[src/rtl/traffic_light_monitor.sv]
// Traffic light monitor: checks controller state sequencing and dwell time, drives lamps.
// Pedestrian lamps are built only when TL_PED_EN is defined; otherwise ped_red/ped_green tie to 0.
module traffic_light_monitor #(
  parameter int TICK_DIV      = 50000000,
  parameter int WDOG_SEC      = 60,
  parameter int PED_DELAY     = 2,
  parameter int PED_BLINK_SEC = 35
) (
  input  logic       clk,
  input  logic       res,
  input  logic [1:0] state_in,
  output logic       lamp_red,
  output logic       lamp_yellow,
  output logic       lamp_green,
  output logic       ped_red,
  output logic       ped_green,
  output logic       fault,
  output logic [6:0] elapsed_sec
);

  typedef enum logic [1:0] {
    ST_RED     = 2'd0,
    ST_YELLOW1 = 2'd1,
    ST_GREEN   = 2'd2,
    ST_YELLOW2 = 2'd3
  } tl_state_e;

  localparam int             PW        = (TICK_DIV > 1) ? $clog2(TICK_DIV) : 1;
  localparam logic [PW-1:0]  PRESC_MAX = PW'(TICK_DIV - 1);

  if (TICK_DIV < 1 || WDOG_SEC < 1 || PED_BLINK_SEC < PED_DELAY) begin : g_bad_cfg
    $error("traffic_light_monitor: inconsistent timing parameters");
  end

  logic [PW-1:0] r_presc;
  logic          r_blink;
  tl_state_e     r_cur;
  logic [6:0]    r_elapsed;
  logic          r_fault;
  logic          r_lamp_r, r_lamp_y, r_lamp_g;

  logic [PW-1:0] w_presc_nxt;
  logic          w_tick;
  logic          w_blink_nxt;
  tl_state_e     w_cur_nxt;
  logic          w_trans;
  logic          w_legal;
  logic          w_wdog;
  logic [6:0]    w_elapsed_nxt;
  logic          w_fault_nxt;
  logic          w_lamp_r, w_lamp_y, w_lamp_g;

  assign w_tick      = (r_presc == PRESC_MAX);
  assign w_presc_nxt = w_tick ? '0 : r_presc + 1'b1;
  assign w_blink_nxt = r_blink ^ w_tick;
  assign w_cur_nxt   = tl_state_e'(state_in);
  assign w_trans     = (w_cur_nxt != r_cur);

  always_comb begin
    w_legal = 1'b0;
    case (r_cur)
      ST_RED:     w_legal = (w_cur_nxt == ST_YELLOW1) || (w_cur_nxt == ST_GREEN);
      ST_YELLOW1: w_legal = (w_cur_nxt == ST_GREEN);
      ST_GREEN:   w_legal = (w_cur_nxt == ST_YELLOW2);
      ST_YELLOW2: w_legal = (w_cur_nxt == ST_RED);
      default:    w_legal = 1'b0;
    endcase
  end

  // A transition in a tick cycle clears the counter and suppresses the watchdog.
  always_comb begin
    w_elapsed_nxt = r_elapsed;
    if (w_trans)
      w_elapsed_nxt = '0;
    else if (w_tick && r_elapsed != 7'd127)
      w_elapsed_nxt = r_elapsed + 7'd1;
  end

  assign w_wdog      = !w_trans && w_tick && (int'(r_elapsed) + 1 == WDOG_SEC);
  assign w_fault_nxt = r_fault || (w_trans && !w_legal) || w_wdog;

  // Lamps decode the next-cycle state so they line up with the registered state.
  always_comb begin
    w_lamp_r = 1'b0;
    w_lamp_y = 1'b0;
    w_lamp_g = 1'b0;
    if (w_fault_nxt) begin
      w_lamp_y = w_blink_nxt;
    end else begin
      case (w_cur_nxt)
        ST_RED:     w_lamp_r = 1'b1;
        ST_YELLOW1: begin w_lamp_r = 1'b1; w_lamp_y = 1'b1; end
        ST_GREEN:   w_lamp_g = 1'b1;
        ST_YELLOW2: w_lamp_y = 1'b1;
        default:    w_lamp_r = 1'b1;
      endcase
    end
  end

  always_ff @(posedge clk) begin
    if (!res) begin
      r_presc   <= '0;
      r_blink   <= 1'b0;
      r_cur     <= ST_RED;
      r_elapsed <= '0;
      r_fault   <= 1'b0;
      r_lamp_r  <= 1'b1;
      r_lamp_y  <= 1'b0;
      r_lamp_g  <= 1'b0;
    end else begin
      r_presc   <= w_presc_nxt;
      r_blink   <= w_blink_nxt;
      r_cur     <= w_cur_nxt;
      r_elapsed <= w_elapsed_nxt;
      r_fault   <= w_fault_nxt;
      r_lamp_r  <= w_lamp_r;
      r_lamp_y  <= w_lamp_y;
      r_lamp_g  <= w_lamp_g;
    end
  end

  assign lamp_red    = r_lamp_r;
  assign lamp_yellow = r_lamp_y;
  assign lamp_green  = r_lamp_g;
  assign fault       = r_fault;
  assign elapsed_sec = r_elapsed;

`ifdef TL_PED_EN
  logic r_ped_r, r_ped_g;
  logic w_ped_steady, w_ped_blinkwin;
  logic w_ped_r, w_ped_g;

  // Pedestrian green only ever exists in vehicle RED, so it cannot overlap green/yellow.
  assign w_ped_steady   = !w_fault_nxt && (w_cur_nxt == ST_RED) &&
                          (int'(w_elapsed_nxt) >= PED_DELAY) &&
                          (int'(w_elapsed_nxt) < PED_BLINK_SEC);
  assign w_ped_blinkwin = !w_fault_nxt && (w_cur_nxt == ST_RED) &&
                          (int'(w_elapsed_nxt) >= PED_BLINK_SEC);
  assign w_ped_g        = w_ped_steady || (w_ped_blinkwin && w_blink_nxt);
  assign w_ped_r        = !w_fault_nxt && !w_ped_steady && !w_ped_blinkwin;

  always_ff @(posedge clk) begin
    if (!res) begin
      r_ped_r <= 1'b1;
      r_ped_g <= 1'b0;
    end else begin
      r_ped_r <= w_ped_r;
      r_ped_g <= w_ped_g;
    end
  end

  assign ped_red   = r_ped_r;
  assign ped_green = r_ped_g;
`else
  assign ped_red   = 1'b0;
  assign ped_green = 1'b0;
`endif

endmodule

[config.mk]
export PLATFORM = sky130hd
export DESIGN_NAME = traffic_light_monitor
export DESIGN_NICKNAME = d
export VERILOG_FILES = /design/src/rtl/traffic_light_monitor.sv
export SDC_FILE = /design/constraint.sdc
export NUM_CORES = 1
export LEC_CHECK = 0
export CAP_MARGIN = 20
export CORE_AREA = 2 2 103 55
export CTS_BUF_LIST = sky130_fd_sc_hd__clkbuf_8
export DETAILED_ROUTE_END_ITERATION = 10
export DIE_AREA = 0 0 105 57
export MAX_ROUTING_LAYER = met4
export PLACE_DENSITY_LB_ADDON = 0.05
export SYNTH_ARGS = -nofsm -noshare
export SYNTH_HDL_FRONTEND = slang
export SYNTH_SLANG_ARGS = --single-unit
[constraint.sdc]
create_clock -name clk -period 2 [get_ports clk]
set_input_delay 0.3 -clock clk [delete_from_list [all_inputs] [get_ports clk]]
set_output_delay 0.3 -clock clk [all_outputs]
set_load 0.02 [all_outputs]
# Yosys cells after proc, flatten, opt, wreduce, memory -nomap -nowiden
# Cells that the tools add are included.
# word_totals
inputBits	4
elab_cells	45
reg_bits	40
out_inout_bits	13
# classes
n_reduce_logical	16
n_eq_ne	10
bitwise_logic	2
n_mux	6
n_addsub	3
# op_table
operator	n
26-bit by 1-bit adder with 26-bit output, second input constant	1
26-bit == test, second input constant	1
2-bit OR reduction	5
7-bit by 1-bit adder with 8-bit output, second input constant	1
2-bit == test, second input constant	4
8-bit by 6-bit == test with 1-bit output, second input constant	1
7-bit by 1-bit adder with 7-bit output, second input constant	1
7-bit inequality test, second input constant	1
1-bit 2-to-1 mux	5
2-bit by 1-bit == test with 1-bit output, second input constant	2
1-bit logical AND	4
2-bit zero test	2
1-bit case mux with 4 select lines	1
1-bit logical OR	3
1-bit zero test	2
2-bit inequality test	1
1-bit inverter	1
1-bit bitwise XOR	1

# Longest topological paths before layout
# Gate-level depths: netlist (run 1).
# depth
word_depth	8
depth_mapped	8
mapped_depth_nobuf	7

# Least setup slack after synthesis (run 1)
# Ideal clock, no wire load.
# synth_path
path_type	reg-to-reg
start	register r_elapsed[0] (netlist: elapsed_sec[0])
end	register r_elapsed[3] (netlist: elapsed_sec[3])
n_path_buf	1
synth_period_minus_slack_ns	2.051
required_ns	1.927
setup_ns	0.073
arrival_time_ns	1.979
setup_slack_ns	-0.051
path_stages_with_launch	8
cell_sequence	dfxtp_1 > ha_1 > and3_1 > nand4_1 > or4b_1 > buf_2 > or3_1 > a21oi_1
# synth_via
elab_chain_len	2
elab_cells_between_ends	3
classes_between	add/sub: 1; eq/ne: 1; reduce/logical: 1
# synth_rtl
element	line_no	rtl
start, declared	38	logic [6:0] r_elapsed;
start signal, assigned	114	r_elapsed <= w_elapsed_nxt;
parallel branches: the longest is 2 deep, another holds 7-bit by 1-bit adder with 7-bit output	n/a	
# Several ways; the timed one is not identified.
# A chain may end at the register's enable or synchronous reset.

# Worst setup path after layout (run 1)
# layout_path
start	register r_elapsed[1] (netlist: elapsed_sec[1])
end	register r_lamp_y (netlist: lamp_yellow)
# layout_via
elab_chain_len	5
# layout_rtl
element	line_no	rtl
7-bit by 1-bit adder with 8-bit output	79	assign w_wdog = !w_trans && w_tick && (int'(r_elapsed) + 1 == WDOG_SEC);
8-bit by 6-bit == test with 1-bit output	79	
1-bit logical AND	79	
1-bit logical OR	80	assign w_fault_nxt = r_fault || (w_trans && !w_legal) || w_wdog;
1-bit 2-to-1 mux	87	if (w_fault_nxt) begin
end signal, assigned	117	r_lamp_y <= w_lamp_y;
end, declared	40	logic r_lamp_r, r_lamp_y, r_lamp_g;
# Every way passes these cells.

==> results of run 1 <==
==> critical path: cells and delay by family (launching register included) <==
| family | cells | cell delay (ps) |
|---|---|---|
| AOI/OAI and AO/OA | 3 | 910 |
| and+or+nand+nor | 2 | 380 |
| DFF | 1 | 340 |
| adders and majority gates | 1 | 220 |
==> metal layers <==
layer	up-vias	share of wire, %	track usage (%)
met3	7	5.4	4.69
met1	733	59	26.9
met4	0	1.5	5.71
met2	30	34	19.1
met5	-	0	-
li1	852	-	-
==> state kept, by name, indices dropped and copies added, names as in the netlist <==
signal,count
r_cur,2
r_blink,1
lamp_yellow,1
fault,1
lamp_green,1
lamp_red,1
elapsed_sec,7
r_presc,26
==> repair_timing <==
| item | 4_1_cts | 5_1_grt |
|---|---|---|
| resized for setup | 1 | 7 |
| endpoints found under the setup margin | 1 | 4 |
| pin swaps | 1 | 2 |
| setup buffers | 0 | 1 |
==> kinds of logic (layout without fill, tap and decap cells) <==
kind of cell	Yosys count	count (layout)	share of synthesized area [%]
AO/OA/AOI/OAI	18	18	6.17
XOR/XNOR	30	30	13.6
adder cells (fa/ha/maj)	7	7	4.55
buffers and inverters	13	60	3.12
flip-flops	40	40	41.6
multiplexers	2	2	1.69
other	1	2	0.195
AND/OR/NAND/NOR	108	108	29.1
==> layout by cell type, fill, tap and decap left out, types with 2 or more instances in the layout <==
master | synthesis | final
a311oi_1 | 2 | 2
inv_1 | 6 | 5
nor4b_1 | 2 | 2
nor4_1 | 6 | 6
nand2_1 | 13 | 13
nand4_1 | 9 | 9
conb_1 | 1 | 2
xor2_1 | 11 | 11
nor2b_1 | 2 | 2
dlymetal6s2s_1 | 0 | 2
and4_1 | 3 | 3
buf_4 | 2 | 31
xnor2_1 | 19 | 18
and3_1 | 4 | 4
ha_1 | 7 | 6
clkdlybuf4s50_1 | 0 | 12
nand3_1 | 11 | 11
clkinv_2 | 0 | 2
or3_1 | 3 | 3
and2_1 | 5 | 5
a211oi_1 | 2 | 2
clkbuf_8 | 0 | 6
o21ai_0 | 4 | 3
nor3_1 | 7 | 7
a21oi_1 | 6 | 5
dfxtp_1 | 40 | 39
nor2_1 | 38 | 37
==> power breakdown <==
part	switching [W]	leakage, nW	internal [W]
sequential	0.00000987	0.325	0.000810
clock	0.000291	0.0510	0.000276
combinational	0.0000588	0.578	0.0000570
==> how the worst min path moves through the flow <==
stage                             endpoint                   startpoint  slack [ps]
3_3_place_gp   elapsed_sec[6]$_SDFFE_PP0P_  elapsed_sec[6]$_SDFFE_PP0P_         520
4_1_cts              r_presc[0]$_SDFF_PP0_        r_presc[0]$_SDFF_PP0_         530
3_5_place_dp         r_presc[0]$_SDFF_PP0_        r_presc[0]$_SDFF_PP0_         520
5_1_grt                r_cur[0]$_SDFF_PN0_                  state_in[0]         410
6_report               r_cur[0]$_SDFF_PN0_                  state_in[0]         410
2_1_floorplan          r_cur[0]$_SDFF_PN0_                  state_in[0]         420
==> stage by stage <==
step / util [%] / worst slack (ps) / TNS [ps] / instances / instance area [um^2]
4_1_cts: 47.7 / 0.606 / 0 / 339 / 2470
3_3_place_gp: 45.8 / -280 / -711 / 331 / 2370
6_report: 48.2 / 47.1 / 0 / 340 / 2500
5_1_grt: 48.2 / -28.3 / -28.3 / 340 / 2500
2_1_floorplan: - / 3.15 / 0 / 220 / 1930
3_5_place_dp: 45.8 / -309 / -799 / 331 / 2370
==> layout make-up <==
class / count / area (um^2)
clock buffer: 6 / 82.6
clock inverter: 2 / 10.0
fill: 522 / 2690
inverter: 6 / 22.5
multi-input combinational: 167 / 1090
sequential: 40 / 802
tap: 73 / 91.3
timing repair buffer: 46 / 398
==> metrics.cfg, run 1 <==
[timing]
finalCriticalPeriod_ps=1950
slew_headroom_pct=64.7
setup-violations-final=0
max_slew.worst_pin.slew_ps=525
skew_ps=7.43
drv_slew=0
hold_viol=0
grt_setup_unrepaired=true
post-route-period-util_pct=97.6
clock.fmax_mhz=512
hold_slack_ps=413

[synth]
ys_seq_area_share_pct=41.6
synthDistinctLibCells=36
synth_top_area_share_pct=41.6
synth_area_leader_cell=dfxtp_1
syn_inst=219
synth-main-ff-cell=dfxtp_1
synth_area_per_cell_um2=8.80
synth_edf_count=0
async_flop_share_pct=0
synth_top_cells_by_area=dfxtp_1 (42%), xnor2_1 (8.6%), nor2_1 (7.4%)
netlist_top_cells_count=dfxtp_1 (40), nor2_1 (38), xnor2_1 (19)
yosys_warnings=0
ys_ff_latch=40
yosysMostFrequentCell=dfxtp_1
syn_area_mm2=0.00193

[global_routing]
overflow=0
grt_pass1_wl_um=7620
grt_max_degree=25
grt_usage_pct=16.9
grt_pass1_vias=1524
antenna_found_initial=0

[drt]
drt_drc_violations_left=0
viasPerCell=4.77
ant_nets=0
wl_per_cell_um=12.8
vias=1622
first_pass_iters=4
totalWireLength_um=4350
dr.first_iter.drc_count=57

[clocking]
cts-htree-levels=2
cts_sinks=40
clockBufferDepth=2
clk-insertion-delay-late_ps=300
cts_tree=yes
root_buffer=clkbuf_8
cts_hold_buffers=0
cts_buffers=5
clk_pin_slew_worst_paths_ps=80

[final_layout]
final_layout_size_suffix_gt1_share_pct=19.9
syn2layout_area_growth_pct=29.5
num_antenna_cells=0
final_nets=277

[floorplanning]
die_x_um=105
io_pins=17
die_y_um=57
std_cell_rows=19
dieArea_mm2=0.00599
core_area_mm2=0.00518
initial_core_util_pct=37.2

[critical_path]
worstSetupEndpoint=lamp_yellow$_SDFF_PN0_
cp_cell_sequence=ha_2 > and3_1 > nand4_1 > a211o_1 > o221a_2 > o31a_1
cpMaxStageDelayCell=a211o_1
worst_setup_path_end_kind=flop
critPathArrivalTime_ps=2140
reg2reg_slack_ps=50
r2r-end=lamp_yellow$_SDFF_PN0_
cp.required_ps=2180
critPathLaunchType=flop
max_stage_delay_ps=360
crit_fanout=4
path_class=reg -> reg
r2r-start=elapsed_sec[1]$_SDFFE_PP0P_
r2r_cells=6
cp-startpoint=elapsed_sec[1]$_SDFFE_PP0P_

[power]
leakagePower_nw=0.953
finalPower_w=0.00150
powerDensity_mw_per_mm2=601
peakVddDrop_uv=363

[place]
place_hpwl_um=3180
place.gp.congestion=0.815
numPortBuffers=14

[run_status]
status=complete, no violations

[run]
drv_cap=0

[hold_path]
whs_path_depth=3
hold_class=in -> reg

No activity file was read; power rests on OpenSTA's default activity.
==> run 2: changes to the inputs <==
- CORE_AREA: 2 2 103 55 -> 2 2 85 66
- DIE_AREA: 0 0 105 57 -> 0 0 87 68
==> run 2 against run 1 <==
Net effect: sequential power about the same; sequential share of layout area increased by 1.0 points; combinational power decreased by 3%; first-iteration DRC count increased by 3.5%; clock-buffer cell count unchanged; global-route usage increased by 0.066 points; cell area decreased by 2.3%.
==> metrics.cfg, run 2 (synthesis gave the netlist of run 1 again) <==
[timing]
slew_headroom_pct=61.1  ; -3.6 points
post-route-period-util_pct=95.8  ; -1.9 points
hold_slack_ps=434  ; +20.8 ps
max_slew.worst_pin.slew_ps=579  ; +53.8 ps
clock.fmax_mhz=522  ; +2.0%
drv_slew=0  ; unchanged
fin_setup_tns_ps=0  ; unchanged
finalCriticalPeriod_ps=1920  ; -37.6 ps
skew_ps=3.60  ; -3.84 ps
hold_viol=0  ; unchanged
setup-violations-final=0  ; unchanged

[clocking]
clk_pin_slew_worst_paths_ps=80  ; about the same
clk-insertion-delay-late_ps=290  ; about the same
cts_hold_buffers=0  ; unchanged
clockBufferDepth=2  ; unchanged
cts_buffers=5  ; unchanged
root_buffer=clkbuf_8
cts_tree=yes
cts-htree-levels=2  ; unchanged
post_cts_buffers=0  ; unchanged
cts_sinks=40  ; unchanged

[floorplanning]
initial_core_util_pct=37.4  ; +0.23 points
std_cell_rows=23  ; +4
die_y_um=68  ; +19%
die_x_um=87  ; -17%
dieArea_mm2=0.00592  ; -1.2%
io_pins=17  ; unchanged
core_area_mm2=0.00515  ; -0.60%

[critical_path]
reg2reg_slack_ps=80  ; +40 ps
cp.required_ps=2180  ; about the same
worst_setup_path_end_kind=flop
critPathArrivalTime_ps=2100  ; -40 ps
r2r-start=elapsed_sec[0]$_SDFFE_PP0P_
critPathLaunchType=flop
crit_fanout=4  ; unchanged
cp-startpoint=elapsed_sec[0]$_SDFFE_PP0P_
path_class=reg -> reg

[drt]
first_pass_iters=5  ; +1
dr.first_iter.drc_count=59  ; +3.5%
wl_per_cell_um=14.2  ; +11%
vias=1626  ; +0.25%
ant_nets=0  ; unchanged
viasPerCell=5.15  ; +7.9%
drt_drc_violations_left=0  ; unchanged
totalWireLength_um=4480  ; +3.1%

[run_status]
status=complete, no violations

[final_layout]
largest_reg_flops=26  ; unchanged
fillers=479  ; -8.2%
largest_register=r_presc
num_antenna_cells=0  ; unchanged
layout_common_cells=nor2_1 (37), dfxtp_1 (36), xnor2_1 (18)
final_nets=264  ; -4.7%
syn2layout_area_growth_pct=26.6
final_common_cell=nor2_1
final_layout_size_suffix_gt1_share_pct=18.9  ; -0.95 points
stdcell_area_mm2=0.00244  ; -2.3%

[place]
placed_area_mm2=0.00227  ; -4.4%
place.gp.congestion=0.781  ; -4.2%
numPortBuffers=14  ; unchanged
place_hpwl_um=3240  ; +2.0%

[run]
drv_cap=0  ; unchanged

[global_routing]
overflow=0  ; unchanged
grt_pass1_vias=1616  ; +6.0%
grt_pass1_wl_um=7510  ; -1.4%
grt_max_degree=25  ; unchanged
grt_usage_pct=17.0  ; +0.066 points
antenna_found_initial=0  ; unchanged

[power]
leakagePower_nw=0.873  ; -8.4%
peakVddDrop_uv=256  ; -30%
powerDensity_mw_per_mm2=609  ; +1.3%

[hold_path]
hold_class=in -> reg
min_from=state_in[1]

==> run 2: repair_timing <==
item | 4_1_cts | 5_1_grt
endpoints found under the setup margin | 2 | 20
cloned | 0 | 0
gates resized for setup | 4 | 18
endpoints found under the hold margin | 0 | 0
pin swaps | 0 | 3
==> run 2: area by class of cell <==
class	instances	area [um^2]	area share [%]
Sequential cell	40	808	33.1
Clock buffer	6	82.6	3.38
Multi-Input combinational cell	167	1130	46.5
Tap cell	62	77.6	3.18
Inverter	6	22.5	0.923
Clock inverter	2	11.3	0.462
Timing Repair Buffer	33	304	12.5
==> run 2: per-stage QoR <==
step	std cells	util, %	power (W)	setup WS [ps]
after detailed placement	308	44.1	0.000941	-339
final	316	47.4	0.00149	84.7
after global placement	308	44.1	0.000937	-278
after global routing	316	47.4	0.00156	-0.369
after floorplan	220	-	0.000898	3.15
after CTS	316	46.0	0.00150	12.6
==> run 2: path summary, 6_finish.rpt <==
kind,endpoint,cells after the start
setup / recovery,lamp_yellow$_SDFF_PN0_,6
hold / removal,r_cur[1]$_SDFF_PN0_,3
setup reg to reg,lamp_yellow$_SDFF_PN0_,6
hold reg to reg,r_presc[0]$_SDFF_PP0_,1
==> run 2: metal layers <==
layer  GRT usage [%]  vias to the layer above  wire [um]
met5               -                        -          0
met4            4.49                        0         17
met3            3.62                        2        185
met2            27.4                       33       2100
met1            21.7                      774       2180
li1                -                      817          -
==> run 2: worst max-delay path, cell delays in order (launching register included) <==
cell and delay (ps):
dfxtp_4 370, ha_4 160, and3_4 200, nand4_1 150, a211o_1 390, o221a_2 260
o31a_1 280
==> run 2: report_power, final <==
part	switching, W	internal, W
Clock	0.000279	0.000275
Sequential	0.0000106	0.000809
Combinational	0.0000612	0.0000510
Total	0.000351	0.00114
